**config.mk**
```make
export PLATFORM = sky130hd
export DESIGN_NAME = fifo_rr_drain_flat
export DESIGN_NICKNAME = d
export VERILOG_FILES = /design/src/rtl/fifo_rr_drain_if.sv /design/src/rtl/fifo_rr_drain.sv /design/src/flat_wrapper.sv
export SDC_FILE = /design/constraint.sdc
export NUM_CORES = 1
export LEC_CHECK = 0
export CAP_MARGIN = 20
export CORE_ASPECT_RATIO = 0.7
export CORE_MARGIN = 2
export CORE_UTILIZATION = 42
export CTS_BUF_LIST = sky130_fd_sc_hd__clkbuf_16
export CTS_CLUSTER_SIZE = 16
export DETAILED_ROUTE_END_ITERATION = 12
export PLACE_DENSITY = 0.84
export SKIP_CTS_REPAIR_TIMING = 1
export SYNTH_ARGS = -nofsm -noshare
export SYNTH_HDL_FRONTEND = slang
export SYNTH_SLANG_ARGS = --single-unit
```
**constraint.sdc**
```tcl
create_clock -name i_clk -period 5.99 [get_ports i_clk]
set_input_delay 1.198 -clock i_clk [delete_from_list [all_inputs] [get_ports i_clk]]
set_output_delay 1.198 -clock i_clk [all_outputs]
set_load 0.03 [all_outputs]
```
**src/rtl/fifo_rr_drain_if.sv**
```systemverilog
// Bundle of fifo-side and consumer-side signals for the round-robin drain scheduler.
interface fifo_rr_drain_if #(
  parameter int NUM_SRC    = 4,
  parameter int DATA_WIDTH = 8,
  parameter int SRC_WIDTH  = 2
);
  logic [NUM_SRC-1:0]            i_empty;
  logic [NUM_SRC*DATA_WIDTH-1:0] i_data;
  logic [NUM_SRC-1:0]            i_enable;
  logic [NUM_SRC-1:0]            o_pop;
  logic                          o_valid;
  logic [DATA_WIDTH-1:0]         o_data;
  logic [SRC_WIDTH-1:0]          o_src;
  logic                          i_ready;

  modport slave (
    input  i_empty, i_data, i_enable, i_ready,
    output o_pop, o_valid, o_data, o_src
  );

  modport master (
    output i_empty, i_data, i_enable, i_ready,
    input  o_pop, o_valid, o_data, o_src
  );
endinterface

```
**src/rtl/fifo_rr_drain.sv**
```systemverilog
// Round-robin drain of NUM_SRC fifos onto one registered valid/ready stream,
// with a grant held for up to BURST_LEN consecutive words.
//   state | meaning
//   IDLE  | no owner; scan starts at rr_ptr
//   SERVE | owner holds grant; burst_cnt words taken in current burst
module fifo_rr_drain #(
  parameter int NUM_SRC    = 4,
  parameter int DATA_WIDTH = 8,
  parameter int BURST_LEN  = 4
) (
  input  logic           i_clk,
  input  logic           i_rst,
  fifo_rr_drain_if.slave bus
);
  localparam int SRC_WIDTH = $clog2(NUM_SRC);
  localparam int CNT_WIDTH = $clog2(BURST_LEN + 1);

  typedef enum logic {IDLE, SERVE} state_t;

  state_t                 state_q, state_d;
  logic [SRC_WIDTH-1:0]   owner_q, owner_d;
  logic [CNT_WIDTH-1:0]   cnt_q, cnt_d;
  logic [SRC_WIDTH-1:0]   rr_q, rr_d;
  logic                   valid_q, valid_d;
  logic [DATA_WIDTH-1:0]  data_q, data_d;
  logic [SRC_WIDTH-1:0]   src_q, src_d;

  logic [NUM_SRC-1:0]     eligible;
  logic [NUM_SRC-1:0]     pop;
  logic                   load;
  logic                   keep;
  logic                   found;
  logic [SRC_WIDTH-1:0]   pick;
  logic [SRC_WIDTH-1:0]   idx;

  function automatic logic [SRC_WIDTH-1:0] inc_mod(input logic [SRC_WIDTH-1:0] v);
    if (int'(v) == NUM_SRC - 1) return '0;
    return v + SRC_WIDTH'(1);
  endfunction

  always_comb begin
    eligible = ~bus.i_empty & bus.i_enable;
    load     = !valid_q || bus.i_ready;
    keep     = (state_q == SERVE) && eligible[owner_q] && (cnt_q < CNT_WIDTH'(BURST_LEN));
    found    = 1'b0;
    pick     = '0;
    // On rotation the scan starts just past the owner so it gets lowest priority.
    idx      = (state_q == SERVE) ? inc_mod(owner_q) : rr_q;
    if (keep) begin
      found = 1'b1;
      pick  = owner_q;
    end else begin
      for (int i = 0; i < NUM_SRC; i++) begin
        if (!found && eligible[idx]) begin
          found = 1'b1;
          pick  = idx;
        end
        idx = inc_mod(idx);
      end
    end
  end

  always_comb begin
    state_d = state_q;
    owner_d = owner_q;
    cnt_d   = cnt_q;
    rr_d    = rr_q;
    valid_d = valid_q;
    data_d  = data_q;
    src_d   = src_q;
    pop     = '0;
    if (load) begin
      if (found) begin
        pop[pick] = 1'b1;
        valid_d   = 1'b1;
        data_d    = bus.i_data[int'(pick)*DATA_WIDTH +: DATA_WIDTH];
        src_d     = pick;
        state_d   = SERVE;
        if (keep) begin
          cnt_d = cnt_q + CNT_WIDTH'(1);
        end else begin
          // A rotation that lands back on the owner starts a fresh burst.
          owner_d = pick;
          cnt_d   = CNT_WIDTH'(1);
          if (state_q == SERVE) rr_d = inc_mod(owner_q);
        end
      end else begin
        valid_d = 1'b0;
        if (state_q == SERVE) begin
          state_d = IDLE;
          rr_d    = inc_mod(owner_q);
        end
      end
    end
  end

  always_ff @(posedge i_clk) begin
    if (i_rst) begin
      state_q <= IDLE;
      owner_q <= '0;
      cnt_q   <= '0;
      rr_q    <= '0;
      valid_q <= 1'b0;
      data_q  <= '0;
      src_q   <= '0;
    end else begin
      state_q <= state_d;
      owner_q <= owner_d;
      cnt_q   <= cnt_d;
      rr_q    <= rr_d;
      valid_q <= valid_d;
      data_q  <= data_d;
      src_q   <= src_d;
    end
  end

  assign bus.o_pop   = i_rst ? '0 : pop;
  assign bus.o_valid = valid_q;
  assign bus.o_data  = data_q;
  assign bus.o_src   = src_q;
endmodule
```
**src/flat_wrapper.sv**
```systemverilog
// flat-port wrapper written by rule: the top's interface ports become plain ports
module fifo_rr_drain_flat 
#(
  parameter int NUM_SRC    = 4,
  parameter int DATA_WIDTH = 8,
  parameter int BURST_LEN  = 4
)
  (i_clk, i_rst, bus_i_empty, bus_i_data, bus_i_enable, bus_i_ready, bus_o_pop, bus_o_valid, bus_o_data, bus_o_src);
  fifo_rr_drain_if #(.NUM_SRC(NUM_SRC), .DATA_WIDTH(DATA_WIDTH)) bus_i ();
  input  logic i_clk;
  input  logic i_rst;
  input wire logic [$bits(bus_i.i_empty)-1:0] bus_i_empty;
  input wire logic [$bits(bus_i.i_data)-1:0] bus_i_data;
  input wire logic [$bits(bus_i.i_enable)-1:0] bus_i_enable;
  input wire logic [$bits(bus_i.i_ready)-1:0] bus_i_ready;
  output wire logic [$bits(bus_i.o_pop)-1:0] bus_o_pop;
  output wire logic [$bits(bus_i.o_valid)-1:0] bus_o_valid;
  output wire logic [$bits(bus_i.o_data)-1:0] bus_o_data;
  output wire logic [$bits(bus_i.o_src)-1:0] bus_o_src;
  assign bus_i.i_empty = bus_i_empty;
  assign bus_i.i_data = bus_i_data;
  assign bus_i.i_enable = bus_i_enable;
  assign bus_i.i_ready = bus_i_ready;
  assign bus_o_pop = bus_i.o_pop;
  assign bus_o_valid = bus_i.o_valid;
  assign bus_o_data = bus_i.o_data;
  assign bus_o_src = bus_i.o_src;
  fifo_rr_drain #(.NUM_SRC(NUM_SRC), .DATA_WIDTH(DATA_WIDTH), .BURST_LEN(BURST_LEN)) u_core (.i_clk(i_clk), .i_rst(i_rst), .bus(bus_i));
endmodule
```
==> Word level (Yosys, flattened, before mapping) <==
Index checks and enable logic that the tools add are counted.
{ "totals": {"ff_bits": 18, "wordCells": 105} }
{ "classes": {"n_mux": 61, "reduce_logical": 16, "eq_ne": 5, "shifts": 1, "magnitude_cmp": 8, "n_bitwise": 3, "add_sub_neg": 5} }
{ "ops": {"columns": ["cell", "n"], "rows": [
  ["$mux 2", 23],
  ["$shiftx 32x6->8", 1],
  ["$mux 1", 28],
  ["$lt 2x3->1 const B", 6],
  ["$mux 4", 3],
  ["$bmux 1 s2", 5],
  ["$add 2x1->2 const B", 4],
  ["$eq 2x1->1 const B", 4],
  ["$logic_and 1x1->1", 6],
  ["$and 4x4->4", 1],
  ["$logic_not 1->1", 4],
  ["$not 4->4", 1],
  ["$reduce_and 4->1", 1],
  ["$reduce_bool 2->1", 2],
  ["$add 3x1->3 const B", 1],
  ["$lt 3x3->1 const B", 1],
  ["$mux 3", 1],
  ["$reduce_and 3->1", 1],
  ["$demux 1 s2", 1],
  ["$ge 2x1->1 const B", 1],
  ["$ne 2x2->1 const B", 1],
  ["$reduce_and 2->1", 1],
  ["$logic_or 1x1->1", 1],
  ["$not 1->1", 1]
]} }

==> Logic depth before layout (Yosys ltp) <==
Gate-level depths: netlist of the first run.
{ "depth": {"depth_word": 31, "depth_mapped": 8} }

==> Least setup slack after synthesis of the first run <==
No wires, ideal clock.
{ "synth_timing": {"kind": "in2out", "start": "input port bus_i_empty[3]", "end": "output port bus_o_pop[0]", "setup_slack_ns": 1.939, "stages": 7, "arrival_ns": 2.853, "required_ns": 4.792, "path_cell_list": "nand2b_2 > mux4_2 > nand2b_4 > a31oi_4 > buf_6 > inv_1 > nor2_1"} }
{ "synth_between": {"elab_chain_len": 25, "word_cells_on_any_way": 41, "classes_between": "order compare: 2; mux: 28; bitwise: 2; reduce/logical: 9"} }
{ "synth_lines": {"columns": ["element", "line", "text"], "rows": [
  ["from (decl)", "flat_wrapper.sv:12", "input wire logic [$bits(bus_i.i_empty)-1:0] bus_i_empty;"],
  ["$not 4->4 (*)", "fifo_rr_drain.sv:42", "eligible = ~bus.i_empty & bus.i_enable;"],
  ["$and 4x4->4 (*)", "fifo_rr_drain.sv:42", null],
  ["$bmux 1 s2", "fifo_rr_drain.sv:54", "if (!found && eligible[idx]) begin"],
  ["$mux 1 (not written as such)", "fifo_rr_drain.sv:54", null],
  ["$mux 1", "fifo_rr_drain.sv:54", null],
  ["$mux 1", "fifo_rr_drain.sv:49", "if (keep) begin"],
  ["$logic_not 1->1", "fifo_rr_drain.sv:54", null],
  ["$logic_and 1x1->1", "fifo_rr_drain.sv:54", null],
  ["(+9 left out)", null, null],
  ["$mux 2", "fifo_rr_drain.sv:49", null],
  ["$lt 2x3->1 (not written as such) or $ge 2x1->1 (tied branches)", "fifo_rr_drain.sv:74", "pop[pick] = 1'b1;"],
  ["$logic_and 1x1->1 (not written as such)", "fifo_rr_drain.sv:74", null],
  ["$mux 1 (not written as such)", "fifo_rr_drain.sv:74", null],
  ["$demux 1 s2", null, null],
  ["$mux 4 (*)", "fifo_rr_drain.sv:73", "if (found) begin"],
  ["$mux 4 (*)", "fifo_rr_drain.sv:72", "if (load) begin"],
  ["$mux 4 (*)", "fifo_rr_drain.sv:117", "assign bus.o_pop = i_rst ? '0 : pop;"],
  ["to (decl)", "flat_wrapper.sv:16", "output wire logic [$bits(bus_i.o_pop)-1:0] bus_o_pop;"]
]} }
Mark *: on every way between the ends. The rest lies on a longest branch, timed or not. The select of a mux whose other input is x is not followed.

==> Worst setup path in the final report of the first run <==
Ends and elaborated chain as after synthesis.

==> impl_metrics.prom, run 1 <==
# TYPE chip_impl_metric gauge
chip_impl_metric{name="fin_cells",unit=""} 216
chip_impl_metric{name="detail_route.iter0.violations",unit=""} 123
chip_impl_metric{name="detailed_place_hpwl",unit="mm"} 2.77
chip_impl_info{name="cp_slowest_cell",value="sky130_fd_sc_hd__clkdlybuf4s50_1"} 1
chip_impl_metric{name="final_design_area_no_fill",unit="um2"} 1800
chip_impl_metric{name="synth_fp_nets",unit=""} 169
chip_impl_metric{name="floorplan.die.height",unit="um"} 47.5
chip_impl_metric{name="timing_hold_violations_final",unit=""} 0
chip_impl_metric{name="clk_pin_slew",unit="ns"} 0.05
chip_impl_metric{name="avgViaCountPerCell",unit=""} 5.61
chip_impl_metric{name="synth_enable_flop_cells",unit=""} 0
chip_impl_metric{name="min_period",unit="ns"} 5.09
chip_impl_metric{name="skew",unit="ns"} 0.00259
chip_impl_metric{name="maxSlewHeadroom",unit=""} 0.565
chip_impl_metric{name="final_setup_violation_count",unit=""} 0
chip_impl_metric{name="core_area",unit="um2"} 2510
chip_impl_metric{name="max_stage_delay",unit="ns"} 0.68
chip_impl_metric{name="cp_data_required_time",unit="ns"} 4.79
chip_impl_metric{name="route.detailed.drc",unit=""} 0
chip_impl_info{name="hold_path_class",value="register to register"} 1
chip_impl_info{name="clock_tree.root_cell",value="sky130_fd_sc_hd__clkbuf_16"} 1
chip_impl_info{name="path_common_cell",value="sky130_fd_sc_hd__clkdlybuf4s50_1"} 1
chip_impl_metric{name="first_global_vias",unit=""} 1133
chip_impl_metric{name="grt-ovfl-total",unit=""} 0
chip_impl_metric{name="timing.fmax",unit="MHz"} 196
chip_impl_metric{name="pin_count",unit=""} 58
chip_impl_metric{name="setup_total_neg_slack",unit="ns"} 0
chip_impl_metric{name="ys_types",unit=""} 36
chip_impl_metric{name="cts_num_sinks",unit=""} 18
chip_impl_metric{name="vias",unit=""} 1211
chip_impl_metric{name="drt-total-wl",unit="mm"} 3.75
chip_impl_metric{name="dr.pass1.iters",unit=""} 4
chip_impl_metric{name="initial_core_util",unit=""} 0.451
chip_impl_info{name="timing.critical_path.cells",value="clkdlybuf4s50_1 > nand2b_2 > mux4_2 > nand2b_4 > a31oi_1 > nand2_1 > nor2_1 > clkdlybuf4s50_1"} 1
chip_impl_metric{name="postRouteAntennaNets",unit=""} 0
chip_impl_metric{name="layout.filler_cells",unit=""} 195
chip_impl_info{name="grt_setup_unrepaired",value="no"} 1
chip_impl_info{name="critical_path_class",value="primary input to output port"} 1
chip_impl_metric{name="number_of_antenna_violations_at_the_first_check_in_global_routing",unit=""} 0
chip_impl_metric{name="insertedDiodeCount",unit=""} 0
chip_impl_info{name="worst_setup_path_end_kind",value="output port"} 1
chip_impl_metric{name="critPathArrivalTime",unit="ns"} 3.89
chip_impl_metric{name="wire_per_inst",unit="um"} 17.4
chip_impl_metric{name="dpl.cell_count",unit=""} 212
chip_impl_metric{name="finalMaxSlewViolations",unit=""} 0
chip_impl_info{name="tritoncts",value="done"} 1
chip_impl_metric{name="global_route_wire_length_before_repair",unit="mm"} 5.65
chip_impl_metric{name="nets",unit=""} 228
chip_impl_metric{name="port_buffers",unit=""} 57
chip_impl_metric{name="core.rowCount",unit=""} 15
chip_impl_metric{name="clk-insertion-delay-late",unit="ns"} 0.25
chip_impl_metric{name="max-clock-path-buffers",unit=""} 2
chip_impl_metric{name="timing.final.crit_share",unit=""} 0.850
chip_impl_metric{name="fin_total_pwr",unit="uW"} 439
chip_impl_metric{name="global_route.usage.total",unit=""} 0.249
chip_impl_metric{name="placed_cell_area",unit="um2"} 1720
chip_impl_metric{name="synth_async_sr_flop_share",unit=""} 0
chip_impl_metric{name="numCtsBuffers",unit=""} 3
chip_impl_info{name="main_flop_type_after_synthesis",value="sky130_fd_sc_hd__dfxtp_1"} 1
chip_impl_metric{name="cp_max_fo",unit=""} 10
chip_impl_metric{name="layout-drive-gt1-share",unit=""} 0.0659
chip_impl_metric{name="area_growth",unit="%"} 58.9
chip_impl_metric{name="syn_inst",unit=""} 124
chip_impl_metric{name="p_leak",unit="nW"} 0.767
chip_impl_metric{name="worst_ir_drop_vdd",unit="V"} 0.000163
chip_impl_metric{name="synth.yosys.seq_area_share",unit=""} 0.318
chip_impl_metric{name="worst-path-buf-inv",unit=""} 2
chip_impl_metric{name="grt_max_degree",unit=""} 12
chip_impl_info{name="cp_top_family",value="buffers and inverters"} 1
chip_impl_metric{name="x_dimension_of_the_die",unit="um"} 66.1
chip_impl_metric{name="cts_htree_levels",unit=""} 1
chip_impl_metric{name="netlist_area",unit="um2"} 1130
chip_impl_metric{name="yosys_warnings",unit=""} 0
chip_impl_metric{name="synthDominantCellAreaShare",unit=""} 0.318
chip_impl_metric{name="worst_slew_pin_slew",unit="ns"} 0.650
chip_impl_metric{name="final_weighted_congestion_in_routability_driven_placement",unit=""} 0.833
chip_impl_metric{name="drv_cap",unit=""} 0
chip_impl_metric{name="syn_avg_cell_area",unit="um2"} 9.14
chip_impl_info{name="start_kind",value="primary input"} 1
chip_impl_info{name="post_synth_top_area_cell",value="sky130_fd_sc_hd__dfxtp_1"} 1
chip_impl_metric{name="layout.core_utilization",unit=""} 0.716
chip_impl_metric{name="count_of_state_elements_after_synthesis",unit=""} 18
chip_impl_metric{name="die_outline_area",unit="um2"} 3140
chip_impl_metric{name="power.density_cell_area",unit="nW/um2"} 244
chip_impl_info{name="status",value="finished clean"} 1
chip_impl_info{name="synth_top_cells_by_area",value="sky130_fd_sc_hd__dfxtp_1, sky130_fd_sc_hd__mux2i_1, sky130_fd_sc_hd__o221ai_1"} 1
[registers in the layout, summed over array words and instances, names as in the netlist]
register	cells
u_core.bus.o_data	8
u_core.bus.o_valid	1
u_core.cnt_q	3
u_core.owner_q	2
u_core.rr_q	2
u_core.bus.o_src	2
[routing by layer]
| metal | part of all wire | global-route usage | up-vias |
|---|---|---|---|
| met4 | 0.033 | 0.110 | 0 |
| li1 | - | - | 575 |
| met1 | 0.40 | 0.302 | 569 |
| met5 | 0 | 0 | - |
| met2 | 0.51 | 0.438 | 53 |
| met3 | 0.059 | 0.0565 | 14 |
[worst register-to-register path, delay by kind of cell (launching register included)]
kind / cells / cell delay, ns
AO/OA/AOI/OAI: 3 / 0.73
adder cells (fa/ha/maj): 1 / 0.31
multiplexers: 2 / 0.53
buffers and inverters: 1 / 0.32
flip-flops: 1 / 0.50
AND/OR/NAND/NOR: 1 / 0.32
[per-stage QoR]
stage	hold WS, ns	worst slack, ns
finish	0.446	0.898
global route	0.481	0.789
CTS	0.451	0.926
detailed placement	0.443	0.976
global placement	0.430	1.06
floorplan	0.444	1.94
[kinds of logic (layout without fill, tap and decap cells)]
kind of cell               after synthesis  in the layout  synth area share
adders and majority gates                2              2            0.0221
muxes                                   21             21             0.201
AOI/OAI and AO/OA                       25             25             0.178
DFF                                     18             18             0.318
and+or+nand+nor                         52             52             0.247
buffers and inverters                    6             64            0.0342
[cell usage after synthesis (2+ instances only)]
cell type                   n
sky130_fd_sc_hd__nand2b_1   4
sky130_fd_sc_hd__nor2_1    18
sky130_fd_sc_hd__o21ai_0    2
sky130_fd_sc_hd__ha_1       2
sky130_fd_sc_hd__nand3_1    2
sky130_fd_sc_hd__o221ai_1   8
sky130_fd_sc_hd__mux2i_1   19
sky130_fd_sc_hd__buf_6      2
sky130_fd_sc_hd__nand2_1   13
sky130_fd_sc_hd__nor2b_1    4
sky130_fd_sc_hd__nor3_1     2
sky130_fd_sc_hd__a211oi_1   3
sky130_fd_sc_hd__inv_1      2
sky130_fd_sc_hd__dfxtp_1   18
sky130_fd_sc_hd__a21oi_1    3
sky130_fd_sc_hd__a22oi_1    2
[where the power goes]
group | internal (mW) | total, mW | switching (mW)
Clock | 0.0888 | 0.136 | 0.0468
Combinational | 0.0783 | 0.159 | 0.0809
Sequential | 0.134 | 0.144 | 0.0106
Total | 0.301 | 0.439 | 0.138
[worst paths after layout]
check | from | endpoint | slack [ns] | cells after the start
worst max register to register | u_core.owner_q[0]$_SDFFE_PP0P_ | u_core.bus.o_data[0]$_SDFFE_PP0P_ | 3.13 | 8
worst max-delay path | bus_i_empty[3] | bus_o_pop[0] | 0.90 | 8
worst min-delay path | u_core.bus.o_src[1]$_SDFFE_PP0P_ | u_core.bus.o_src[1]$_SDFFE_PP0P_ | 0.45 | 2
worst min register to register | u_core.bus.o_src[1]$_SDFFE_PP0P_ | u_core.bus.o_src[1]$_SDFFE_PP0P_ | 0.45 | 2
[layout by cell type, fill, tap and decap left out, types with 2 or more instances in the layout]
master,count
sky130_fd_sc_hd__mux2i_1,19
sky130_fd_sc_hd__o21ai_0,2
sky130_fd_sc_hd__dfxtp_1,18
sky130_fd_sc_hd__a211oi_1,3
sky130_fd_sc_hd__nor3_1,2
sky130_fd_sc_hd__inv_1,2
sky130_fd_sc_hd__nand2_1,13
sky130_fd_sc_hd__clkdlybuf4s50_1,57
sky130_fd_sc_hd__nor2_1,18
sky130_fd_sc_hd__nor2b_1,4
sky130_fd_sc_hd__nand2b_1,4
sky130_fd_sc_hd__clkbuf_16,3
sky130_fd_sc_hd__nand3_1,2
sky130_fd_sc_hd__o221ai_1,8
sky130_fd_sc_hd__a21oi_1,3
sky130_fd_sc_hd__ha_1,2
sky130_fd_sc_hd__a22oi_1,2
[area by class of cell]
cell class                      count  area, um2  area share
Sequential cell                    18        360       0.200
Clock buffer                        3       75.1      0.0417
Tap cell                           34       42.5      0.0236
Multi-Input combinational cell    100        734       0.408
Inverter                            2       7.51     0.00417
Clock inverter                      1       3.75     0.00208
Timing Repair Buffer               58        578       0.321
No activity file was read; power rests on OpenSTA's default activity.
==> run 2: changes to the inputs <==
--- a/config.mk
+++ b/config.mk
@@ -5,6 +5,7 @@
 export SDC_FILE = /design/constraint.sdc
 export NUM_CORES = 1
 export LEC_CHECK = 0
+export ABC_CLOCK_PERIOD_IN_PS = 5990
 export CAP_MARGIN = 20
 export CORE_ASPECT_RATIO = 0.7
 export CORE_MARGIN = 2
@@ -14,6 +15,7 @@
 export DETAILED_ROUTE_END_ITERATION = 12
 export PLACE_DENSITY = 0.84
 export SKIP_CTS_REPAIR_TIMING = 1
+export SLEW_MARGIN = 5
 export SYNTH_ARGS = -nofsm -noshare
 export SYNTH_HDL_FRONTEND = slang
 export SYNTH_SLANG_ARGS = --single-unit
==> results of run 2 <==
Same layout as run 1: the final DEF is identical, and so are final timing and power.
